===== src/rtl/uart_pkg.sv =====
// Shared UART definitions: receiver/transmitter state encoding and
// oversampling constants used by both directions on the same tick.
package uart_pkg;

  localparam int OVERSAMPLE = 16;
  localparam int DATA_BITS  = 8;
  localparam int START_MID  = 7;

  localparam logic [3:0] CYC_LAST = 4'(OVERSAMPLE - 1);
  localparam logic [3:0] CYC_MID  = 4'(START_MID);
  localparam logic [2:0] BIT_LAST = 3'(DATA_BITS - 1);

  typedef enum logic [2:0] {
    IDLE,
    START,
    DATA,
    STOP,
    RECOVER
  } state_t;

endpackage


===== src/rtl/sync_ff.sv =====
// Multi-flop synchroniser for an asynchronous single-bit input.
// Ports: i_clk, i_rst (sync, active high), i_d (async in), o_q (synced out).
module sync_ff #(
  parameter int   STAGES  = 2,
  parameter logic RST_VAL = 1'b1
) (
  input  logic i_clk,
  input  logic i_rst,
  input  logic i_d,
  output logic o_q
);

  logic [STAGES-1:0] r_sync;

  always_ff @(posedge i_clk) begin
    if (i_rst) begin
      r_sync <= {STAGES{RST_VAL}};
    end else begin
      r_sync <= {r_sync[STAGES-2:0], i_d};
    end
  end

  assign o_q = r_sync[STAGES-1];

endmodule


===== src/rtl/uart_receiver.sv =====
// 8N1 UART receiver, LSB first, 16x oversampled on i_sample_tick.
// Ports: i_clk, i_rst, i_sample_tick, i_rx, i_rxq_full in;
//        o_data, o_enq_rxq, o_frame_err, o_overrun out.
module uart_receiver
  import uart_pkg::*;
#(
  parameter int SYNC_STAGES = 2
) (
  input  logic       i_clk,
  input  logic       i_rst,
  input  logic       i_sample_tick,
  input  logic       i_rx,
  output logic [7:0] o_data,
  output logic       o_enq_rxq,
  input  logic       i_rxq_full,
  output logic       o_frame_err,
  output logic       o_overrun
);

  logic       w_rx_s;
  state_t     r_state;
  logic [3:0] r_cycle;
  logic [2:0] r_bit;
  logic [7:0] r_sh;
  logic [7:0] r_data;
  logic       r_enq;
  logic       r_ferr;
  logic       r_ovr;

  sync_ff #(
    .STAGES  (SYNC_STAGES),
    .RST_VAL (1'b1)
  ) u_sync (
    .i_clk (i_clk),
    .i_rst (i_rst),
    .i_d   (i_rx),
    .o_q   (w_rx_s)
  );

  always_ff @(posedge i_clk) begin
    if (i_rst) begin
      r_state <= IDLE;
      r_cycle <= '0;
      r_bit   <= '0;
      r_sh    <= '0;
      r_data  <= '0;
      r_enq   <= 1'b0;
      r_ferr  <= 1'b0;
      r_ovr   <= 1'b0;
    end else begin
      r_enq  <= 1'b0;
      r_ferr <= 1'b0;
      r_ovr  <= 1'b0;
      if (i_sample_tick) begin
        case (r_state)
          IDLE: begin
            if (!w_rx_s) begin
              r_state <= START;
              r_cycle <= '0;
            end
          end
          START: begin
            if (r_cycle == CYC_MID) begin
              // High at mid start bit: a glitch, not a frame.
              if (!w_rx_s) begin
                r_state <= DATA;
                r_cycle <= '0;
                r_bit   <= '0;
              end else begin
                r_state <= IDLE;
              end
            end else begin
              r_cycle <= r_cycle + 4'd1;
            end
          end
          DATA: begin
            if (r_cycle == CYC_LAST) begin
              r_sh    <= {w_rx_s, r_sh[7:1]};
              r_cycle <= '0;
              if (r_bit == BIT_LAST) begin
                r_state <= STOP;
              end else begin
                r_bit <= r_bit + 3'd1;
              end
            end else begin
              r_cycle <= r_cycle + 4'd1;
            end
          end
          STOP: begin
            // Decide at mid stop so the next start edge is not missed.
            if (r_cycle == CYC_LAST) begin
              if (!w_rx_s) begin
                r_ferr  <= 1'b1;
                r_state <= RECOVER;
              end else if (i_rxq_full) begin
                r_ovr   <= 1'b1;
                r_state <= IDLE;
              end else begin
                r_data  <= r_sh;
                r_enq   <= 1'b1;
                r_state <= IDLE;
              end
            end else begin
              r_cycle <= r_cycle + 4'd1;
            end
          end
          RECOVER: begin
            // Wait out a held-low line before hunting for starts.
            if (w_rx_s) begin
              r_state <= IDLE;
            end
          end
          default: begin
            r_state <= IDLE;
          end
        endcase
      end
    end
  end

  assign o_data      = r_data;
  assign o_enq_rxq   = r_enq;
  assign o_frame_err = r_ferr;
  assign o_overrun   = r_ovr;

endmodule


===== config.mk =====
export PLATFORM = sky130hd
export DESIGN_NAME = uart_receiver
export DESIGN_NICKNAME = d
export VERILOG_FILES = /design/src/rtl/uart_pkg.sv /design/src/rtl/sync_ff.sv /design/src/rtl/uart_receiver.sv
export SDC_FILE = /design/constraint.sdc
export NUM_CORES = 1
export LEC_CHECK = 0
export BUFFER_PORTS_ARGS = -buffer_cell sky130_fd_sc_hd__buf_2
export CAP_MARGIN = 20
export CORE_MARGIN = 2
export CORE_UTILIZATION = 35
export CTS_CLUSTER_DIAMETER = 200
export CTS_CLUSTER_SIZE = 30
export DETAILED_ROUTE_END_ITERATION = 10
export SYNTH_ARGS = -nofsm -noshare
export SYNTH_HDL_FRONTEND = slang
export SYNTH_SLANG_ARGS = --single-unit

===== constraint.sdc =====
create_clock -name i_clk -period 2.19 [get_ports i_clk]
set_clock_uncertainty 0.05 [all_clocks]
set_input_delay 0.3285 -clock i_clk [delete_from_list [all_inputs] [get_ports i_clk]]
set_output_delay 0.3285 -clock i_clk [all_outputs]
set_load 0.01 [all_outputs]

Word-level counts from Yosys, hierarchy flattened --
Cells that the tools add are included.
Word-level totals: input bits 5, memory bits (read-only) 0, memories 0, bits in latches 0, RAM bits 0, register bits 31
Cells by class: bitwise gates (word level) 5, multipliers 0, $add $sub $neg 2, shifts and indexed selects 0, divide/modulo/power cells 0, multiplexer cells 22, magnitude comparators 0, equality and inequality tests 16, reduce and logical (&&, ||, !) cells 10
Operators with widths (number):
- two-way mux 3 bit | 11
- two-way mux 4 bit | 4
- inequality test 2 bit, second input constant | 8
- one-hot mux 4 bit (4 select lines) | 1
- one-hot mux 3 bit (5 select lines) | 1
- AND reduction 7 bit | 1
- == test 3 x 2 -> 1 bit, second input constant | 2
- == test 3 bit, second input constant | 2
- one-hot mux 3 bit (2 select lines) | 1
- AND reduction 3 bit | 2
- AND reduction 6 bit | 1
- inverter 1 bit | 5
- AND reduction 5 bit | 1
- OR reduction 5 bit | 1
- adder 4 x 1 -> 4 bit, second input constant | 1
- == test 4 x 3 -> 1 bit, second input constant | 1
- == test 4 bit, second input constant | 1
- nonzero test 4 bit | 1
- OR reduction 4 bit | 1
- adder 3 x 1 -> 3 bit, second input constant | 1
- == test 3 x 1 -> 1 bit, second input constant | 1
- logical NOT 3 bit | 1
- two-way mux 1 bit | 3
- two-way mux 2 bit | 1
- 2 further kinds | 2

Logic depth before layout (Yosys ltp) --
depth in word-level cells 4, gate-level depth with buffers 7, mapped depth without buffers 6

Cells and area by module --
Synthesis repeated with hierarchy kept, for this count alone.
Unflattened totals: cells, all modules 153, area, all modules 1455.1 sq um
Modules (own cells, without submodules):
- uart_receiver | cells each 149, area each 1402.6 sq um, times used 1
- sync_ff | cells each 4, area each 52.6 sq um, times used 1

Least setup slack after synthesis --
OpenSTA, ideal clock, no wires.
kind flip-flop to flip-flop, from register r_cycle[0], to register r_data[0] (netlist: o_data[0]), stages on the path, launching flop included 8, library setup time 0.128 ns, path buffers 2, data arrival time 1.573 ns, required time 2.012 ns, setup slack 0.439 ns, path through dfxtp_1 ha_1 clkbuf_2 nand4_2 nor4b_1 buf_4 mux2i_1 nor2_1
On the way: cells in the longest elaborated chain, start to end 2
RTL lines:
- start, declared | RTL line uart_receiver.sv:22 | logic [3:0] r_cycle;
- start signal, assigned | RTL line uart_receiver.sv:73 | r_cycle <= r_cycle + 4'd1;
- start signal, assigned | RTL line uart_receiver.sv:86 | r_cycle <= r_cycle + 4'd1;
- start signal, assigned | RTL line uart_receiver.sv:104 | r_cycle <= r_cycle + 4'd1;
- == test 4 bit | RTL line uart_receiver.sv:91 | if (r_cycle == CYC_LAST) begin
- AND reduction 5 bit (no line)
- end signal, assigned | RTL line uart_receiver.sv:99 | r_data <= r_sh;
- end, declared | RTL line uart_receiver.sv:25 | logic [7:0] r_data;
No other way between the ends. A chain may end at the register's enable or synchronous reset.

Final worst setup path --
from register r_cycle[0], to register r_data[7] (netlist: o_data[7])
Same word-level chain as after synthesis.

==> flow_summary.yaml <==
outcome:
  status: "finished clean"
global_route:
  grt_max_degree: 39
  grt_use_total_pct: 13.2
  antenna_found_initial: 0
  grt_pass1_vias: 1027
  gr-total-overflow: 0
  grt_pass1_wl_microns: 4460
logic_synthesis:
  synth-edff-count: 0
  synth_top_area_share_pct: 42.1
  syn_area_sq_um: 1470
  synth_nets: 164
  synthCells: 156
  yosysMostFrequentCell: "dfxtp_1"
  synth_cell_types: 39
  synth_common_cells: "31 x dfxtp_1, 24 x nor2_1, 17 x mux2i_1"
  synth_top_cell_by_area: "dfxtp_1"
  synthTopCellsByArea: "dfxtp_1 42%, mux2i_1 12%, nor2_1 6.1%, nand2b_1 3.4%, ha_1 2.5%"
  ys_seq_area_share_pct: 42.1
  ys_ff_latch: 31
  async_flop_share_pct: 0
  ys_warn_count: 0
  avgSynthCellArea_sq_um: 9.44
  synth_ff_type: "dfxtp_1"
clock_network:
  numCtsBuffers: 5
  path_clk_slew_ns: 0.06
  root_buffer: "clkbuf_8"
  htree_levels: 2
  post_cts_buffers: 0
  clockBufferDepth: 2
  clkSinkCount: 31
  cts_tree: "built"
  clock_latency_ns: 0.29
  cts_resized: 0
  postCtsHoldBufs: 0
pwr:
  p_per_area_nw_per_um2: 637
  comb_power_share_pct: 4.1
  p_int_mw: 0.806
  leakage_nw: 0.589
  p_sw_mw: 0.244
  p_seq_share_pct: 54.6
  vdd_drop_max_uv: 411
  clockPowerShare_pct: 41.3
  sw_frac_of_total_pct: 23.2
placement:
  dp_slack_ns: 0.268
  gp_congestion: 0.885
  hpwlAfterDp_microns: 1930
  io_buffers: 15
drt:
  avgViaCountPerCell: 5.17
  wirelength_microns: 2730
  detail_route.first_pass.iterations: 4
  routedWlPerCell_microns: 12.5
  drtIter0Drc: 73
  drc_errors: 0
  ant_nets: 0
  vias: 1126
sta:
  setup_violations: 0
  finalSetupTns_ns: 0
  setup_ws_ns: 0.268
  finalHoldViolCount: 0
  rsz0062_at_grt: "false"
  slew_viol_final: 0
  tightest_slew_ns: 0.607
  max_slew_margin_pct: 59.5
  clock.fmax_ghz: 0.520
  fin_crit_ns: 1.92
  period_share_pct: 87.8
floorplan:
  fp.dieW_microns: 68.9
  num_rows: 23
  die_h_microns: 68.9
  initial_core_util_pct: 36.6
  die_area_sq_um: 4740
  ioPinCount: 16
  core_area_sq_um: 4030
critical_path:
  crit_path_start_kind: "register"
  r2r_slack_ns: 0.27
  worstPathMaxFanout: 9
  cp.required_ns: 2.29
  critPathCaptureType: "register"
  crit_arrival_ns: 2.02
  critPathKind: "register to register"
finish:
  nets: 175
  diodes: 0
  drive_above_1_share_pct: 19.0
  syn_to_final_growth_pct: 11.9
run:
  drv_cap: 0
worst_hold_path:
  hp-class: "input pin to register"
logic make-up (layout without fill, tap and decap cells):
group           after synthesis  count (layout)  share of synthesized area (%)
fa+ha+maj                     3               3                           2.55
xor+xnor                      2               2                           1.19
buf+inv                      15              27                           5.18
mux                          17              17                           11.6
compound gates               24              24                           12.3
flops                        31              31                           42.1
simple gates                 64              64                           25.1
state kept, by name, indices dropped and copies added (netlist names):
register,flops
o_overrun,1
r_state,3
o_enq_rxq,1
r_cycle,4
o_data,8
u_sync.r_sync,2
o_frame_err,1
r_sh,8
r_bit,3
metrics by stage:
stage          util (%)  power (mW)  instance area [sq um]  std cells  hold WS, ns
3_5_place_dp       38.8       0.629                   1560        210        0.347
5_1_grt            40.9        1.09                   1650        218        0.166
3_3_place_gp       38.8       0.628                   1560        210        0.348
4_1_cts            40.9        1.07                   1650        218        0.163
2_1_floorplan         -       0.619                   1470        156        0.339
6_report           40.9        1.05                   1650        218        0.176
worst max-delay path, stage by stage (launching register included):
cell     delay, ns
dfxtp_1       0.38
ha_1          0.34
nand4_2       0.24
nor4b_2       0.30
buf_4         0.23
mux2i_1       0.20
nor2_1        0.05
routing by layer:
metal,wire [microns],global-route usage (%)
met1,1280,14.8
met2,1250,21.4
met3,152,5.84
met4,44,6.13
met5,0,0
layout by cell type, fill, tap and decap left out, types with 4 or more instances in the layout:
cell type and count:
nor2_1 24, nand2b_1 8, mux2i_1 17, a21oi_1 4, a31oi_1 4, o21ai_0 5
dfxtp_1 31, buf_2 15, clkbuf_8 5
area by class of cell:
| cell class | count | area, sq um |
|---|---|---|
| flip-flops and latches | 31 | 621 |
| repair buffers | 17 | 90.1 |
| clock buffers | 6 | 72.6 |
| clock inverters | 2 | 12.5 |
| multi-input cells | 110 | 782 |
| fillers | 406 | 2380 |
| well taps | 50 | 62.6 |
| inverters | 2 | 7.51 |
final timing paths:
| path | start | end | cells past startpoint |
|---|---|---|---|
| hold / removal | i_rx | u_sync.r_sync[0] | 2 |
| setup / recovery | r_cycle[0] | o_data[7] | 6 |
| hold reg to reg | u_sync.r_sync[0] | u_sync.r_sync[1] | 1 |
| setup reg to reg | r_cycle[0] | o_data[7] | 6 |
power groups by stage:
stage	sequential (mW)	clock [mW]	combinational [mW]
6_report	0.574	0.434	0.0426
5_1_grt	0.574	0.473	0.0473
4_1_cts	0.574	0.453	0.0430
3_5_place_dp	0.586	0	0.0426
3_3_place_gp	0.586	0	0.0420
2_1_floorplan	0.582	0	0.0372
No activity file was read; power rests on OpenSTA's default activity.
